**src/rtl/led_pwm_pkg.sv**
```systemverilog
// ---------------------------------------------------------------------------
// led_pwm_pkg
// Shared definitions for the LED PWM array: the channel mode encoding, its
// field width, and the helper that folds a free-running count into a count
// relative to a channel's phase offset.
// ---------------------------------------------------------------------------
package led_pwm_pkg;

    localparam int MODE_W = 2;

    localparam logic [MODE_W-1:0] MODE_OFF   = 2'b00;
    localparam logic [MODE_W-1:0] MODE_ON    = 2'b01;
    localparam logic [MODE_W-1:0] MODE_PWM   = 2'b10;
    localparam logic [MODE_W-1:0] MODE_BLINK = 2'b11;

    // Position of 'count' within the period measured from 'phase', wrapping
    // modulo 'period'. An out-of-range phase is treated as zero so software
    // cannot push a channel into a state where it never lines up.
    function automatic logic [31:0] rel_count(input logic [31:0] count,
                                              input logic [31:0] phase,
                                              input logic [31:0] period);
        logic [31:0] ph;
        ph = (phase >= period) ? 32'd0 : phase;
        if (count >= ph) begin
            rel_count = count - ph;
        end else begin
            rel_count = count + period - ph;
        end
    endfunction

endpackage

```
**src/rtl/led_pwm_array_if.sv**
```systemverilog
// ---------------------------------------------------------------------------
// led_pwm_array_if
// Configuration write bus for the LED PWM array.
//   Cfg_We    : single-cycle write strobe
//   Cfg_Ch    : target channel index
//   Cfg_Duty  : on-time in clock cycles
//   Cfg_Phase : start offset within the period
//   Cfg_Mode  : OFF / ON / PWM / BLINK
// master modport = board-control side, slave modport = the LED block.
// ---------------------------------------------------------------------------
interface led_pwm_array_if
    import led_pwm_pkg::*;
#(
    parameter int N_CH  = 4,
    parameter int CNT_W = 21
) ();

    localparam int CH_W = (N_CH > 1) ? $clog2(N_CH) : 1;

    logic              Cfg_We;
    logic [CH_W-1:0]   Cfg_Ch;
    logic [CNT_W-1:0]  Cfg_Duty;
    logic [CNT_W-1:0]  Cfg_Phase;
    logic [MODE_W-1:0] Cfg_Mode;

    modport master (
        output Cfg_We, Cfg_Ch, Cfg_Duty, Cfg_Phase, Cfg_Mode
    );

    modport slave (
        input Cfg_We, Cfg_Ch, Cfg_Duty, Cfg_Phase, Cfg_Mode
    );

endinterface

```
**src/rtl/led_pwm_channel.sv**
```systemverilog
// ---------------------------------------------------------------------------
// led_pwm_channel
// One LED channel. Keeps a shadow copy of the software configuration and an
// active copy that only changes on 'commit', so a period is never drawn with
// a half-updated setting. Produces one registered, active-high LED bit.
//   clk, rst     : clock, async active-high reset
//   en           : global enable; output forced off while low
//   commit       : copy shadow -> active on this edge
//   blink_state  : shared blink phase, gates BLINK mode
//   wr_en        : write strobe already decoded for this channel
//   wr_duty/wr_phase/wr_mode : values captured into the shadow
//   count        : shared period counter
//   led          : registered on-condition for this channel
// ---------------------------------------------------------------------------
module led_pwm_channel
    import led_pwm_pkg::*;
#(
    parameter int PERIOD = 2_000_000,
    parameter int CNT_W  = 21
) (
    input  logic              clk,
    input  logic              rst,
    input  logic              en,
    input  logic              commit,
    input  logic              blink_state,
    input  logic              wr_en,
    input  logic [CNT_W-1:0]  wr_duty,
    input  logic [CNT_W-1:0]  wr_phase,
    input  logic [MODE_W-1:0] wr_mode,
    input  logic [CNT_W-1:0]  count,
    output logic              led
);

    logic [CNT_W-1:0]  shadow_duty_q, shadow_duty_d;
    logic [CNT_W-1:0]  shadow_phase_q, shadow_phase_d;
    logic [MODE_W-1:0] shadow_mode_q, shadow_mode_d;
    logic [CNT_W-1:0]  active_duty_q, active_duty_d;
    logic [CNT_W-1:0]  active_phase_q, active_phase_d;
    logic [MODE_W-1:0] active_mode_q, active_mode_d;
    logic              led_q, led_d;

    logic [31:0]       rel;
    logic              pwm_on;
    logic              on_now;

    // The commit copies the shadow value seen before this edge, so a write
    // landing on a commit edge waits for the following commit.
    always_comb begin
        shadow_duty_d  = shadow_duty_q;
        shadow_phase_d = shadow_phase_q;
        shadow_mode_d  = shadow_mode_q;
        active_duty_d  = active_duty_q;
        active_phase_d = active_phase_q;
        active_mode_d  = active_mode_q;
        if (wr_en) begin
            shadow_duty_d  = wr_duty;
            shadow_phase_d = wr_phase;
            shadow_mode_d  = wr_mode;
        end
        if (commit) begin
            active_duty_d  = shadow_duty_q;
            active_phase_d = shadow_phase_q;
            active_mode_d  = shadow_mode_q;
        end
    end

    // Duty is compared as a full 32-bit value, so a duty at or beyond the
    // period naturally yields "always on" and zero yields "never on".
    always_comb begin
        rel    = rel_count(32'(count), 32'(active_phase_q), 32'(PERIOD));
        pwm_on = (rel < 32'(active_duty_q));
        case (active_mode_q)
            MODE_OFF:   on_now = 1'b0;
            MODE_ON:    on_now = 1'b1;
            MODE_PWM:   on_now = pwm_on;
            MODE_BLINK: on_now = pwm_on & blink_state;
            default:    on_now = 1'b0;
        endcase
        led_d = en & on_now;
    end

    always_ff @(posedge clk or posedge rst) begin
        if (rst) begin
            shadow_duty_q  <= '0;
            shadow_phase_q <= '0;
            shadow_mode_q  <= MODE_OFF;
            active_duty_q  <= '0;
            active_phase_q <= '0;
            active_mode_q  <= MODE_OFF;
            led_q          <= 1'b0;
        end else begin
            shadow_duty_q  <= shadow_duty_d;
            shadow_phase_q <= shadow_phase_d;
            shadow_mode_q  <= shadow_mode_d;
            active_duty_q  <= active_duty_d;
            active_phase_q <= active_phase_d;
            active_mode_q  <= active_mode_d;
            led_q          <= led_d;
        end
    end

    assign led = led_q;

endmodule

```
**src/rtl/led_pwm_array.sv**
```systemverilog
// ---------------------------------------------------------------------------
// led_pwm_array
// N-channel LED PWM / blink generator. One shared period counter drives all
// channels; per-channel configuration is written through the cfg bus and
// takes effect only at a period boundary (or immediately while disabled).
//   CLK         : system clock
//   RST         : async active-high reset
//   En          : global enable
//   cfg         : configuration write bus (slave side)
//   LED_Out     : registered LED drive, inverted when ACTIVE_LOW != 0
//   Period_Tick : one-cycle pulse in the cycle after each wrap edge
// ---------------------------------------------------------------------------
module led_pwm_array
    import led_pwm_pkg::*;
#(
    parameter int N_CH       = 4,
    parameter int PERIOD     = 2_000_000,
    parameter int CNT_W      = $clog2(PERIOD),
    parameter int BLINK_DIV  = 5,
    parameter int ACTIVE_LOW = 0
) (
    input  logic             CLK,
    input  logic             RST,
    input  logic             En,
    led_pwm_array_if.slave   cfg,
    output logic [N_CH-1:0]  LED_Out,
    output logic             Period_Tick
);

    localparam int CH_W    = (N_CH > 1) ? $clog2(N_CH) : 1;
    localparam int BLINK_W = (BLINK_DIV > 1) ? $clog2(BLINK_DIV) : 1;

    logic [CNT_W-1:0]   count_q, count_d;
    logic [BLINK_W-1:0] blink_cnt_q, blink_cnt_d;
    logic               blink_q, blink_d;
    logic               tick_q, tick_d;
    logic               wrap;
    logic               commit;
    logic [N_CH-1:0]    led_raw;

    // Shared period counter. It is held at zero while disabled so every
    // enable starts a fresh, aligned period.
    always_comb begin
        wrap    = En && (count_q == CNT_W'(PERIOD - 1));
        commit  = wrap || !En;
        count_d = count_q + CNT_W'(1);
        if (!En || wrap) begin
            count_d = '0;
        end
        tick_d = wrap;
    end

    // Blink divider counts wraps and flips the blink phase every BLINK_DIV
    // of them, so the first BLINK_DIV periods after enable are dark.
    always_comb begin
        blink_cnt_d = blink_cnt_q;
        blink_d     = blink_q;
        if (!En) begin
            blink_cnt_d = '0;
            blink_d     = 1'b0;
        end else if (wrap) begin
            if (blink_cnt_q == BLINK_W'(BLINK_DIV - 1)) begin
                blink_cnt_d = '0;
                blink_d     = ~blink_q;
            end else begin
                blink_cnt_d = blink_cnt_q + BLINK_W'(1);
            end
        end
    end

    always_ff @(posedge CLK or posedge RST) begin
        if (RST) begin
            count_q     <= '0;
            blink_cnt_q <= '0;
            blink_q     <= 1'b0;
            tick_q      <= 1'b0;
        end else begin
            count_q     <= count_d;
            blink_cnt_q <= blink_cnt_d;
            blink_q     <= blink_d;
            tick_q      <= tick_d;
        end
    end

    // Channel index decode: an index with no matching channel simply
    // matches nothing, which is how out-of-range writes get dropped.
    for (genvar i = 0; i < N_CH; i++) begin : g_ch
        localparam logic [CH_W-1:0] CH_IDX = CH_W'(i);

        led_pwm_channel #(
            .PERIOD (PERIOD),
            .CNT_W  (CNT_W)
        ) u_ch (
            .clk         (CLK),
            .rst         (RST),
            .en          (En),
            .commit      (commit),
            .blink_state (blink_q),
            .wr_en       (cfg.Cfg_We && (cfg.Cfg_Ch == CH_IDX)),
            .wr_duty     (cfg.Cfg_Duty),
            .wr_phase    (cfg.Cfg_Phase),
            .wr_mode     (cfg.Cfg_Mode),
            .count       (count_q),
            .led         (led_raw[i])
        );
    end

    // Polarity is applied only at the pins; a reset register value of zero
    // therefore shows up as the inactive level for either polarity.
    if (ACTIVE_LOW != 0) begin : g_low
        assign LED_Out = ~led_raw;
    end else begin : g_high
        assign LED_Out = led_raw;
    end

    assign Period_Tick = tick_q;

endmodule

```
**src/flat_wrapper.sv**
```systemverilog
// flat-port wrapper written by rule: the top's interface ports become plain ports
module led_pwm_array_flat import led_pwm_pkg::*;
#(
    parameter int N_CH       = 4,
    parameter int PERIOD     = 2_000_000,
    parameter int CNT_W      = $clog2(PERIOD),
    parameter int BLINK_DIV  = 5,
    parameter int ACTIVE_LOW = 0
)
  (CLK, RST, En, LED_Out, Period_Tick, cfg_Cfg_We, cfg_Cfg_Ch, cfg_Cfg_Duty, cfg_Cfg_Phase, cfg_Cfg_Mode);
  led_pwm_array_if #(.N_CH(N_CH), .CNT_W(CNT_W)) cfg_i ();
  input  logic CLK;
  input  logic RST;
  input  logic En;
  output logic [N_CH-1:0] LED_Out;
  output logic Period_Tick;
  input wire logic [$bits(cfg_i.Cfg_We)-1:0] cfg_Cfg_We;
  input wire logic [$bits(cfg_i.Cfg_Ch)-1:0] cfg_Cfg_Ch;
  input wire logic [$bits(cfg_i.Cfg_Duty)-1:0] cfg_Cfg_Duty;
  input wire logic [$bits(cfg_i.Cfg_Phase)-1:0] cfg_Cfg_Phase;
  input wire logic [$bits(cfg_i.Cfg_Mode)-1:0] cfg_Cfg_Mode;
  assign cfg_i.Cfg_We = cfg_Cfg_We;
  assign cfg_i.Cfg_Ch = cfg_Cfg_Ch;
  assign cfg_i.Cfg_Duty = cfg_Cfg_Duty;
  assign cfg_i.Cfg_Phase = cfg_Cfg_Phase;
  assign cfg_i.Cfg_Mode = cfg_Cfg_Mode;
  led_pwm_array #(.N_CH(N_CH), .PERIOD(PERIOD), .CNT_W(CNT_W), .BLINK_DIV(BLINK_DIV), .ACTIVE_LOW(ACTIVE_LOW)) u_core (.CLK(CLK), .RST(RST), .En(En), .cfg(cfg_i), .LED_Out(LED_Out), .Period_Tick(Period_Tick));
endmodule
```
**config.mk**
```make
export PLATFORM = sky130hd
export DESIGN_NAME = led_pwm_array_flat
export DESIGN_NICKNAME = d
export VERILOG_FILES = /design/src/rtl/led_pwm_pkg.sv /design/src/rtl/led_pwm_array_if.sv /design/src/rtl/led_pwm_channel.sv /design/src/rtl/led_pwm_array.sv /design/src/flat_wrapper.sv
export SDC_FILE = /design/constraint.sdc
export NUM_CORES = 1
export LEC_CHECK = 0
export BUFFER_PORTS_ARGS = -buffer_cell sky130_fd_sc_hd__buf_2
export CAP_MARGIN = 20
export CORE_UTILIZATION = 55
export DETAILED_ROUTE_END_ITERATION = 8
export PLACE_DENSITY = 0.8
export SETUP_SLACK_MARGIN = 0.05
export SLEW_MARGIN = 25
export SYNTH_ARGS = -nofsm -noshare
export SYNTH_HDL_FRONTEND = slang
export SYNTH_SLANG_ARGS = --single-unit
```
**constraint.sdc**
```tcl
create_clock -name CLK -period 42 [get_ports CLK]
set_input_delay 12.6 -clock CLK [delete_from_list [all_inputs] [get_ports CLK]]
set_output_delay 12.6 -clock CLK [all_outputs]
set_load 0.05 [all_outputs]
```
==> metrics.cfg <==
[run_status]
run_status=finished, final reports clean

[layout]
fin_nets=2744
area_growth_pct=8.93
antenna-diode-count=0
drive_above_1_share_pct=17.7
final_util_pct=61.2

[logic_synthesis]
synth_nets=2711
syn-cell-area_um2=24400
netlist.area_leader.share_pct=39.3
synth_ff_type=dfrtp_1
synth-seq-cells=382
postSynthCellCount=2433
yosysWarnings=0
synth_edf_count=0
synth_common_cells=dfrtp_1, nand2_1, mux2_2
ys_async_sr_fraction_pct=100
synth_most_common_cell=dfrtp_1
synth_area_leader_cell=dfrtp_1
yosysSeqAreaShare_pct=39.3
netlist_top_cells_area=dfrtp_1, mux2_2, ha_1, nand2_1, o21ai_0
synth.avg_cell_area_um2=10.0
synth.distinct_cells=81

[global_route]
antenna_found_initial=2
grt_use_met1_pct=44.9
grt_pass1_vias=18736
grt_overflow=0
grt_pass1_wl_um=107000
use_met3_pct=4.99
busiest_layer=met2
grt_start_max_net_pins=163
use_met2_pct=46.5
grt_use_total_pct=31.3

[critical_path]
crit_path_start=En
r2r_slack_ns=35.10
crit_type=input port to flop
ff2ff_path_depth=23
crit_path_end=u_core.g_ch[2].u_ch.active_phase_q[8]
crit_path_cell_trace=buf_2 -> nand2b_4 -> buf_4 -> buf_4 -> mux2_2
cp_top_family=buffers and inverters
critPathSlowestCell=buf_4
crit_top_cell=buf_4
worstPathRequired_ns=42.44
start_kind=input port
rr_endpoint=u_core.g_ch[0].u_ch.led
crit_path_end_kind=flop
worst-path-max-fanout=69
crit_cells=5
cp_data_arrival_time_ns=15.06
r2r_start=u_core.g_ch[0].u_ch.active_phase_q[7]
slowest_delay_ns=0.68
critPathBufInv=3

[clock_tree]
clk-insertion-delay-late_ns=0.57
cts_hold_buffers=0
htreeDepth=2
cts_resized=0
cts_tree=yes
cts_buffers=41
cts_setup_buffers=0
cts.sinks=382
cts_root_buf=clkbuf_16
cts_buffer_depth=3
clk_pin_slew_worst_paths_ns=0.06

[drt]
wirelength_um=69000
via_count=18994
wl_per_cell_um=22.4
via_per_inst=6.16
drc_errors=0
first_iter_violations=1918
ant_nets=0
dr.pass1.iters=5

[timing]
final.setup.worst_slack_ns=27.38
clock.fmax_mhz=68.4
layout_min_cycle_time_ns=14.62
hold_ws_ns=0.478
tns_ns=0
finalSetupViolations=0
worstMarginPinSlew_ns=1.09
fin_crit_sh_pct=34.8
rsz0062_at_grt=false
drv_slew=0
finalHoldViolations=0
clock_skew_ns=0.0237
relSlewSlack_pct=26.7

[power_and_ir_drop]
power_density_nw_per_um2=52.0
power_frac_seq_pct=34.7
comb_power_share_pct=38.0
clkPwrFrac_pct=27.3
internal_power_mw=0.881
leakage_nw=12.4
power_mw=1.38
p_sw_share_pct=36.2
peakVddDrop_uv=39.2
p_sw_mw=0.499

[place]
dp_hpwl_um=51500
dp_slack_ns=26.84
gp_congestion=0.992
placement.io_buffers=54

[floorplan]
die_area_um2=45100
core_area_um2=43400
die_h_um=212
rows=76
die_w_um=212
initial_utilization_pct=56.2
ios=55

[flow_run]
drv_cap=0

[worst_hold_path]
hold_start=u_core.g_ch[3].u_ch.shadow_duty_q[1]
worstHoldPathType=flop to flop

-- state kept, by name, indices dropped and copies added, names as in the netlist --
register / flops
u_core.count_q: 21
u_core.g_ch.u_ch.active_phase_q: 84
u_core.g_ch.u_ch.shadow_mode_q: 8
u_core.g_ch.u_ch.active_duty_q: 84
u_core.g_ch.u_ch.active_mode_q: 8
u_core.g_ch.u_ch.led: 4
u_core.blink_q: 1
u_core.Period_Tick: 1
u_core.g_ch.u_ch.shadow_phase_q: 84
u_core.g_ch.u_ch.shadow_duty_q: 84
u_core.blink_cnt_q: 3
-- final cells by class --
| class | count | area, um2 |
|---|---|---|
| fill | 3557 | 16800 |
| multi-input combinational | 1836 | 13900 |
| sequential | 382 | 9560 |
| clock buffer | 58 | 1210 |
| tap | 585 | 732 |
| inverter | 133 | 512 |
| timing repair buffer | 72 | 434 |
| clock inverter | 15 | 190 |
-- worst min path at each step --
stage / endpoint / slack [ns] / depth (start not counted)
floorplan: u_core.g_ch[1].u_ch.active_duty_q[10] / 0.44 / 2
global placement: u_core.g_ch[2].u_ch.active_duty_q[8] / 0.45 / 2
detailed placement: u_core.g_ch[3].u_ch.active_duty_q[1] / 0.46 / 2
CTS: u_core.g_ch[3].u_ch.active_duty_q[1] / 0.48 / 2
global route: u_core.g_ch[3].u_ch.active_duty_q[11] / 0.50 / 2
finish: u_core.g_ch[3].u_ch.active_duty_q[1] / 0.48 / 2
-- logic make-up after synthesis --
group | count (synthesis) | synth area share [%]
buffers and inverters | 215 | 3.79
muxes | 289 | 13.3
xor gates and xnor gates | 145 | 5.22
AOI/OAI and AO/OA | 580 | 15.4
and+or+nand+nor | 594 | 11.2
adders and majority gates | 228 | 11.8
DFF | 382 | 39.3
-- worst reg2reg max path, delay by kind of cell (launching register included) --
kind | cells | cell delay (ns)
buffers and inverters | 2 | 0.36
adders and majority gates | 3 | 0.97
DFF | 1 | 0.42
and+or+nand+nor | 2 | 0.43
AOI/OAI and AO/OA | 16 | 4.67
-- layer usage --
metal / vias up / share of wire (%) / wire length [um]
met5: - / 0.019 / 13
met3: 145 / 8.1 / 5600
li1: 8734 / - / -
met1: 9338 / 45 / 31100
met4: 2 / 4.5 / 3130
met2: 775 / 42 / 29100
-- power groups by stage --
stage	Combinational (mW)	Clock, mW	Sequential [mW]
final	0.524	0.378	0.479
after global placement	0.489	0	0.478
after detailed placement	0.510	0	0.483
after global routing	0.575	0.397	0.486
after CTS	0.515	0.382	0.477
after floorplan	0.376	0	0.468
-- through the flow --
stage                     cells  instance area [um2]
after floorplan            2433                24400
after global placement     3007                25100
after detailed placement   3007                25100
after CTS                  3080                26500
after global routing       3081                26500
final                      3081                26500
-- cells in the final DEF (no fill, tap or decap), drive strengths merged, types with 72 or more instances in the layout --
cell | netlist | final
mux2 | 276 | 276
xnor2 | 87 | 87
a21oi | 139 | 139
inv | 133 | 133
nor2 | 120 | 120
dfrtp | 382 | 382
a21o | 73 | 73
ha | 224 | 224
buf | 43 | 72
o21ai | 178 | 178
nand2 | 275 | 275
Note: power is estimated with default switching activity, not from simulation.
